==> src/rtl/exec_pkg.sv <==
// Shared encodings and decode helpers for the TSP16 execute stage.
package exec_pkg;

  localparam int TYPE_LO  = 14;
  localparam int FUNCT_LO = 9;
  localparam int RM_LO    = 6;
  localparam int RN_LO    = 3;
  localparam int RD_LO    = 0;

  localparam logic [1:0] R_TYPE  = 2'b00;
  localparam logic [1:0] A_TYPE  = 2'b01;
  localparam logic [3:0] LOAD_OP = 4'b1000;

  typedef enum logic [2:0] {
    OP_ADD = 3'b000,
    OP_SUB = 3'b001,
    OP_AND = 3'b010,
    OP_OR  = 3'b011,
    OP_XOR = 3'b100,
    OP_MUL = 3'b101
  } alu_op_t;

  typedef enum logic {
    IDLE = 1'b0,
    MUL  = 1'b1
  } state_t;

  function automatic logic is_done(input logic [15:0] instr);
    return (instr[15:14] == R_TYPE) || (instr[15:14] == A_TYPE);
  endfunction

  // Anything that writes rd can feed a later instruction through forwarding.
  function automatic logic is_dependent(input logic [15:0] instr);
    return is_done(instr) || (instr[15:12] == LOAD_OP);
  endfunction

  function automatic logic is_mul(input logic [15:0] instr);
    return (instr[15:14] == R_TYPE) && (instr[11:9] == OP_MUL);
  endfunction

endpackage

==> src/rtl/exec_alu.sv <==
// Single-cycle ALU; only R-type instructions select by funct, all others add.
module exec_alu
  import exec_pkg::*;
#(
  parameter int DATA_W = 16
) (
  input  logic [DATA_W-1:0] a,
  input  logic [DATA_W-1:0] b,
  input  alu_op_t           funct,
  input  logic [1:0]        instr_type,
  output logic [DATA_W-1:0] result
);

  always_comb begin
    result = a + b;
    if (instr_type == R_TYPE) begin
      case (funct)
        OP_SUB:  result = a - b;
        OP_AND:  result = a & b;
        OP_OR:   result = a | b;
        OP_XOR:  result = a ^ b;
        default: result = a + b;
      endcase
    end
  end

endmodule

==> src/rtl/pipeline_execute_stage.sv <==
// TSP16 execute stage: handshaked ALU with operand forwarding and a
// multi-cycle multiply path sequenced by a small FSM.
module pipeline_execute_stage
  import exec_pkg::*;
#(
  parameter int DATA_W     = 16,
  parameter int INSTR_W    = 16,
  parameter int REG_ADDR_W = 3,
  parameter int MUL_CYCLES = 4,
  parameter int FWD_EN     = 1
) (
  input  logic                  clk,
  input  logic                  rst,
  input  logic                  in_valid,
  output logic                  in_ready,
  input  logic [INSTR_W-1:0]    in_instr,
  input  logic [DATA_W-1:0]     rn_val,
  input  logic [DATA_W-1:0]     rm_val,
  output logic [REG_ADDR_W-1:0] rn_num,
  output logic [REG_ADDR_W-1:0] rm_num,
  input  logic                  wb_valid,
  input  logic [REG_ADDR_W-1:0] wb_num,
  input  logic [DATA_W-1:0]     wb_data,
  input  logic                  flush,
  output logic                  out_valid,
  input  logic                  out_ready,
  output logic [INSTR_W-1:0]    out_instr,
  output logic [DATA_W-1:0]     out_result,
  output logic                  out_done,
  output logic                  out_is_dependent,
  output logic                  busy
);

  localparam int CNT_W = $clog2(MUL_CYCLES) + 1;

  state_t                                  state_reg;
  logic [CNT_W-1:0]                        count_reg;
  logic [DATA_W-1:0]                       mul_a_reg;
  logic [DATA_W-1:0]                       mul_b_reg;
  logic [INSTR_W-1:0]                      mul_instr_reg;
  logic [15:0]                             dec_instr;
  logic                                    accept;
  logic [1:0][REG_ADDR_W-1:0]              op_num;
  logic [1:0][DATA_W-1:0]                  op_raw;
  logic [1:0][DATA_W-1:0]                  op_val;
  logic [DATA_W-1:0]                       alu_result;
  logic [DATA_W-1:0]                       mul_result;

  assign dec_instr = in_instr[15:0];
  assign rn_num    = in_instr[RN_LO +: REG_ADDR_W];
  assign rm_num    = in_instr[RM_LO +: REG_ADDR_W];
  assign busy      = (state_reg == MUL);
  assign in_ready  = !busy && !flush && (!out_valid || out_ready);
  assign accept    = in_valid && in_ready;

  assign op_num[0] = rn_num;
  assign op_num[1] = rm_num;
  assign op_raw[0] = rn_val;
  assign op_raw[1] = rm_val;

  // The result sitting in our own output register is newer than writeback.
  generate
    for (genvar gi = 0; gi < 2; gi++) begin : g_fwd
      logic fwd_ex;
      logic fwd_wb;
      assign fwd_ex = (FWD_EN != 0) && out_valid && out_is_dependent &&
                      (out_instr[RD_LO +: REG_ADDR_W] == op_num[gi]);
      assign fwd_wb = (FWD_EN != 0) && wb_valid && (wb_num == op_num[gi]);
      assign op_val[gi] = fwd_ex ? out_result :
                          fwd_wb ? wb_data    : op_raw[gi];
    end
  endgenerate

  exec_alu #(.DATA_W(DATA_W)) u_alu (
    .a          (op_val[0]),
    .b          (op_val[1]),
    .funct      (alu_op_t'(dec_instr[FUNCT_LO +: 3])),
    .instr_type (dec_instr[TYPE_LO +: 2]),
    .result     (alu_result)
  );

  assign mul_result = mul_a_reg * mul_b_reg;

  always_ff @(posedge clk or posedge rst) begin
    if (rst) begin
      state_reg        <= IDLE;
      count_reg        <= '0;
      mul_a_reg        <= '0;
      mul_b_reg        <= '0;
      mul_instr_reg    <= '0;
      out_valid        <= 1'b0;
      out_instr        <= '0;
      out_result       <= '0;
      out_done         <= 1'b0;
      out_is_dependent <= 1'b0;
    end else begin
      if (out_ready) out_valid <= 1'b0;

      if (flush) begin
        state_reg <= IDLE;
        count_reg <= '0;
        out_valid <= 1'b0;
      end else if (state_reg == MUL) begin
        if (count_reg > CNT_W'(1)) begin
          count_reg <= count_reg - CNT_W'(1);
        end else if (!out_valid || out_ready) begin
          // Completion waits here rather than clobber an unconsumed result.
          state_reg        <= IDLE;
          count_reg        <= '0;
          out_valid        <= 1'b1;
          out_instr        <= mul_instr_reg;
          out_result       <= mul_result;
          out_done         <= is_done(mul_instr_reg[15:0]);
          out_is_dependent <= is_dependent(mul_instr_reg[15:0]);
        end
      end else if (accept) begin
        if (is_mul(dec_instr)) begin
          state_reg     <= MUL;
          count_reg     <= CNT_W'(MUL_CYCLES - 1);
          mul_a_reg     <= op_val[0];
          mul_b_reg     <= op_val[1];
          mul_instr_reg <= in_instr;
        end else begin
          out_valid        <= 1'b1;
          out_instr        <= in_instr;
          out_result       <= alu_result;
          out_done         <= is_done(dec_instr);
          out_is_dependent <= is_dependent(dec_instr);
        end
      end
    end
  end

endmodule

==> config.mk <==
export PLATFORM = sky130hd
export DESIGN_NAME = pipeline_execute_stage
export DESIGN_NICKNAME = d
export VERILOG_FILES = /design/src/rtl/exec_pkg.sv /design/src/rtl/exec_alu.sv /design/src/rtl/pipeline_execute_stage.sv
export SDC_FILE = /design/constraint.sdc
export NUM_CORES = 1
export LEC_CHECK = 0
export ABC_CLOCK_PERIOD_IN_PS = 6800
export BUFFER_PORTS_ARGS = -buffer_cell sky130_fd_sc_hd__buf_4
export CAP_MARGIN = 30
export CORE_ASPECT_RATIO = 1.2
export CORE_MARGIN = 2
export CORE_UTILIZATION = 45
export DETAILED_ROUTE_END_ITERATION = 12
export PLACE_DENSITY = 0.62
export SKIP_CTS_REPAIR_TIMING = 1
export SYNTH_ARGS = -nofsm -noshare
export SYNTH_HDL_FRONTEND = slang
export SYNTH_SLANG_ARGS = --single-unit
==> constraint.sdc <==
create_clock -name clk -period 6.8 [get_ports clk]
set_input_delay 0.34 -clock clk [delete_from_list [all_inputs] [get_ports clk]]
set_output_delay 0.34 -clock clk [all_outputs]
set_load 0.02 [all_outputs]
==> impl_results.md <==
- Switching part of the total: 0.415
- Die Ht: 172 um
- Hold Crit Class: in -> async
- PortBufs: 115
- Startpoint types: flop
- Logic pwr share: 0.433
- Status: complete, no violations
- Sw Pwr: 944 uW
- Nets: about 1600
- Syn Nets: around 1500
- Flop pwr share: 0.327
- Final Hold Viols: 0
- Sequential fraction of the synthesis area: 0.205
- Setup crit start: mul_b_reg[1]$_DFFE_PP0P_
- Crit-path leading delay family: adder cells
- Worst slew pin tran: between 0.8 and 0.9 ns
- Synthesized area: between 0.01 and 0.015 mm^2
- Reg2reg end: out_result[15]$_DFFE_PP0P_
- CP Capture Point: out_result[15]$_DFFE_PP0P_
- Synth Warn #: 0
- Via Count: 9216
- Largest net degree at the start of global routing: 67
- Clock buffer depth: 2
- Fin crit period: roughly 6 ns
- Worst Reg2Reg Path Length in Cells: 19
- Clk_lat worst skew: between 0.3 and 0.4 ns
- Routed wire per std cell: 19.8 um
- Final ANT Viol Nets: 0
- Fmax: around 170 MHz
- Syn_area_per_cell: about 8.3 um^2
- Layout fillers: about 2300
- Worst Path Max Fanout: 16
- RSZ-0062 raised after global routing: no
- Routed vias/inst: around 5.6
- Root buffer cell: clkbuf_16
- Die W: approximately 140 um
- Post-synth EDFFs: 0
- First-pass GRT wire length: approximately 52000 um
- Io pins: roughly 120
- Final setup violation count: 0
- Setup Skew: around 0.0061 ns
- Number of max-cap violations: 0
- Pwr Density: approximately 190 mW/mm^2
- Pint: approximately 1.3 mW
- Lkg Pwr: around 6 nW
- Synth async-reset ratio: 1.00
- Die ar.: roughly 0.025 mm^2
- GPL Wtd Cong: 0.968
- Clk pwr share: 0.240
- Max-slew violations: 0
- Post-Synthesis Cells: approximately 1300
- DP Cell Count: 1642
- H-tree Lvls: 3
- Total track usage: 0.279
- Synth cell types: 74
- Reg clk slew, reported paths: approximately 0.07 ns
- Site row count: 61
- Diode count: 0
- Most used cell, CP: fa_1
- Synth Register Bits: 87
- Synth area leader: dfrtp_1
- Finished Layout Cells: roughly 1700
- Slowest stage cell, crit path: dfrtp_1
- Critical Path Stages: 19
- P&R area growth vs syn: 12.9%
- Data required time of the worst path: approximately 7 ns
- Slew headroom: 0.441
- Buffers & Inverters on Critical Path: 3
- # clock sinks: 87
- Final period utilization: 0.868
- Cell Chain, Critical Path: nand2_1 -> fa_1 -> fa_1 -> fa_1 -> fa_1 -> inv_1 -> fa_1 -> inv_1 -> fa_1 -> inv_1 -> ha_1 -> and2_1 -> a22o_1 -> a311o_1 -> nand2_1 -> nand2b_1 -> a21oi_1 -> xnor2_1 -> o211ai_1
- Area contributors post-synth: dfrtp_1 20%, fa_1 15%, ha_1 12%
- Layout cells sized above 1: 0.137
- DR pass1 iterations: 5
- DRT iter0 DRCs: 543
- Vias in the first global route: approximately 9400
- Slowest stage delay, CP: a little under 0.7 ns
- Peak VDD IR: about 0.11 mV
- Hpwl dp: 26000 um
- Final WL: between 30000 and 40000 um
- Setup TNS: 0 ns
- Initial Utilization: 0.458
- CTS tree: built
- Initial antenna violation count: 1
- Top_reg_cell synth: dfrtp_1
- R2R Path Start: mul_b_reg[1]$_DFFE_PP0P_
- Worst Path Class, Setup: reg -> reg
- Nature of the critical path endpoint: flop
- Total congestion overflow: 0
- Area share of the largest cell type after synthesis: 0.205
- Num CTS Buffers: 9
- Drc violations: 0
- R2r setup slk: approximately 0.9 ns
- Core area: around 0.023 mm^2
- Crit path DAT: just over 6 ns
[area by class of cell]
class	count	area, um^2	share of cell area
clock buffers	10	229	0.0191
clock inverters	6	92.6	0.00771
inverters	154	581	0.0483
multi-input cells	956	7560	0.629
flip-flops and latches	87	2180	0.181
well taps	315	394	0.0328
repair buffers	130	976	0.0813
[worst reg2reg max path: stages (launching register included)]
cell      delay (ns)
dfrtp_1         0.68
nand2_1         0.16
fa_1            0.53
fa_1            0.57
fa_1            0.44
fa_1            0.54
inv_1           0.05
fa_1            0.47
inv_1           0.05
fa_1            0.52
inv_1           0.06
ha_1            0.34
and2_1          0.20
a22o_1          0.20
a311o_1         0.33
nand2_1         0.10
nand2b_1        0.06
a21oi_1         0.20
xnor2_1         0.16
o211ai_1        0.12
[worst min path at each step]
stage                     slack, ns                           from                       endpoint  cells past startpoint
after floorplan                0.43  mul_instr_reg[11]$_DFFE_PP0P_  mul_instr_reg[11]$_DFFE_PP0P_                      1
after global placement         0.45                            rst       mul_b_reg[7]$_DFFE_PP0P_                      2
after detailed placement       0.44                            rst      out_result[4]$_DFFE_PP0P_                      2
after CTS                      0.06                            rst       mul_b_reg[7]$_DFFE_PP0P_                      2
after global routing           0.09                            rst      out_result[4]$_DFFE_PP0P_                      2
final                          0.04                            rst      out_result[7]$_DFFE_PP0P_                      2
[power by group through the flow]
stage / Combinational, mW / Clock, mW / Sequential (mW)
after floorplan: 0.641 / 0 / 0.723
after global placement: 0.968 / 0 / 0.746
after detailed placement: 0.981 / 0 / 0.751
after CTS: 0.988 / 0.557 / 0.742
after global routing: 1.10 / 0.578 / 0.758
final: 0.985 / 0.546 / 0.743
[cell usage after synthesis (5+ instances only)]
library cell	instances
nand2_1	159
inv_1	151
ha_1	98
dfrtp_1	87
fa_1	82
a21oi_1	80
and2_1	75
nor2_1	72
clkbuf_1	57
mux2i_1	51
o21ai_1	50
xnor2_1	40
o21ai_0	27
nor3_1	21
nand2b_1	18
xor2_1	15
o22ai_1	13
mux2_2	12
a22oi_1	11
nand3_1	11
nor2b_1	11
a21o_1	9
buf_2	9
a31oi_1	8
buf_4	8
o31ai_1	7
o21bai_1	6
a211oi_1	5
o21a_1	5
or3_1	5
[per-layer routing]
| layer | track usage | vias to the layer above | routed length [um] | part of all wire |
|---|---|---|---|---|
| met4 | 0.123 | 2 | 1410 | 0.043 |
| li1 | - | 4318 | - | - |
| met5 | 0 | - | 16 | 0.00049 |
| met2 | 0.477 | 342 | 16100 | 0.49 |
| met3 | 0.0462 | 94 | 2040 | 0.062 |
| met1 | 0.345 | 4460 | 13400 | 0.41 |
[logic make-up after synthesis]
group,Yosys count,share of synthesized area
adder cells (fa/ha/maj),180,0.270
buffers and inverters,231,0.0861
AND/OR/NAND/NOR,396,0.178
flip-flops,87,0.205
AO/OA/AOI/OAI,261,0.154
XOR/XNOR,55,0.0453
multiplexers,64,0.0618
[placed cells by master (no fill, tap or decap), types with 50 or more instances in the layout]
cell	synthesis	routed
nand2_1	159	159
inv_1	151	150
fa_1	82	82
ha_1	98	98
a21oi_1	80	80
buf_4	8	130
dfrtp_1	87	86
o21ai_1	50	50
nor2_1	72	72
mux2i_1	51	51
and2_1	75	75
[stage by stage]
step | hold WS (ns) | setup slack [ns] | power [mW] | area [um^2] | utilization
after floorplan | 0.434 | 1.31 | 1.36 | 10600 | -
after global placement | 0.446 | 1.09 | 1.71 | 11700 | 0.503
after detailed placement | 0.440 | 0.958 | 1.73 | 11700 | 0.504
after CTS | 0.0586 | 0.937 | 2.29 | 12000 | 0.518
after global routing | 0.0854 | 0.500 | 2.44 | 12000 | 0.518
final | 0.0370 | 0.899 | 2.27 | 12000 | 0.518
Power figures use the tool's default switching activity.
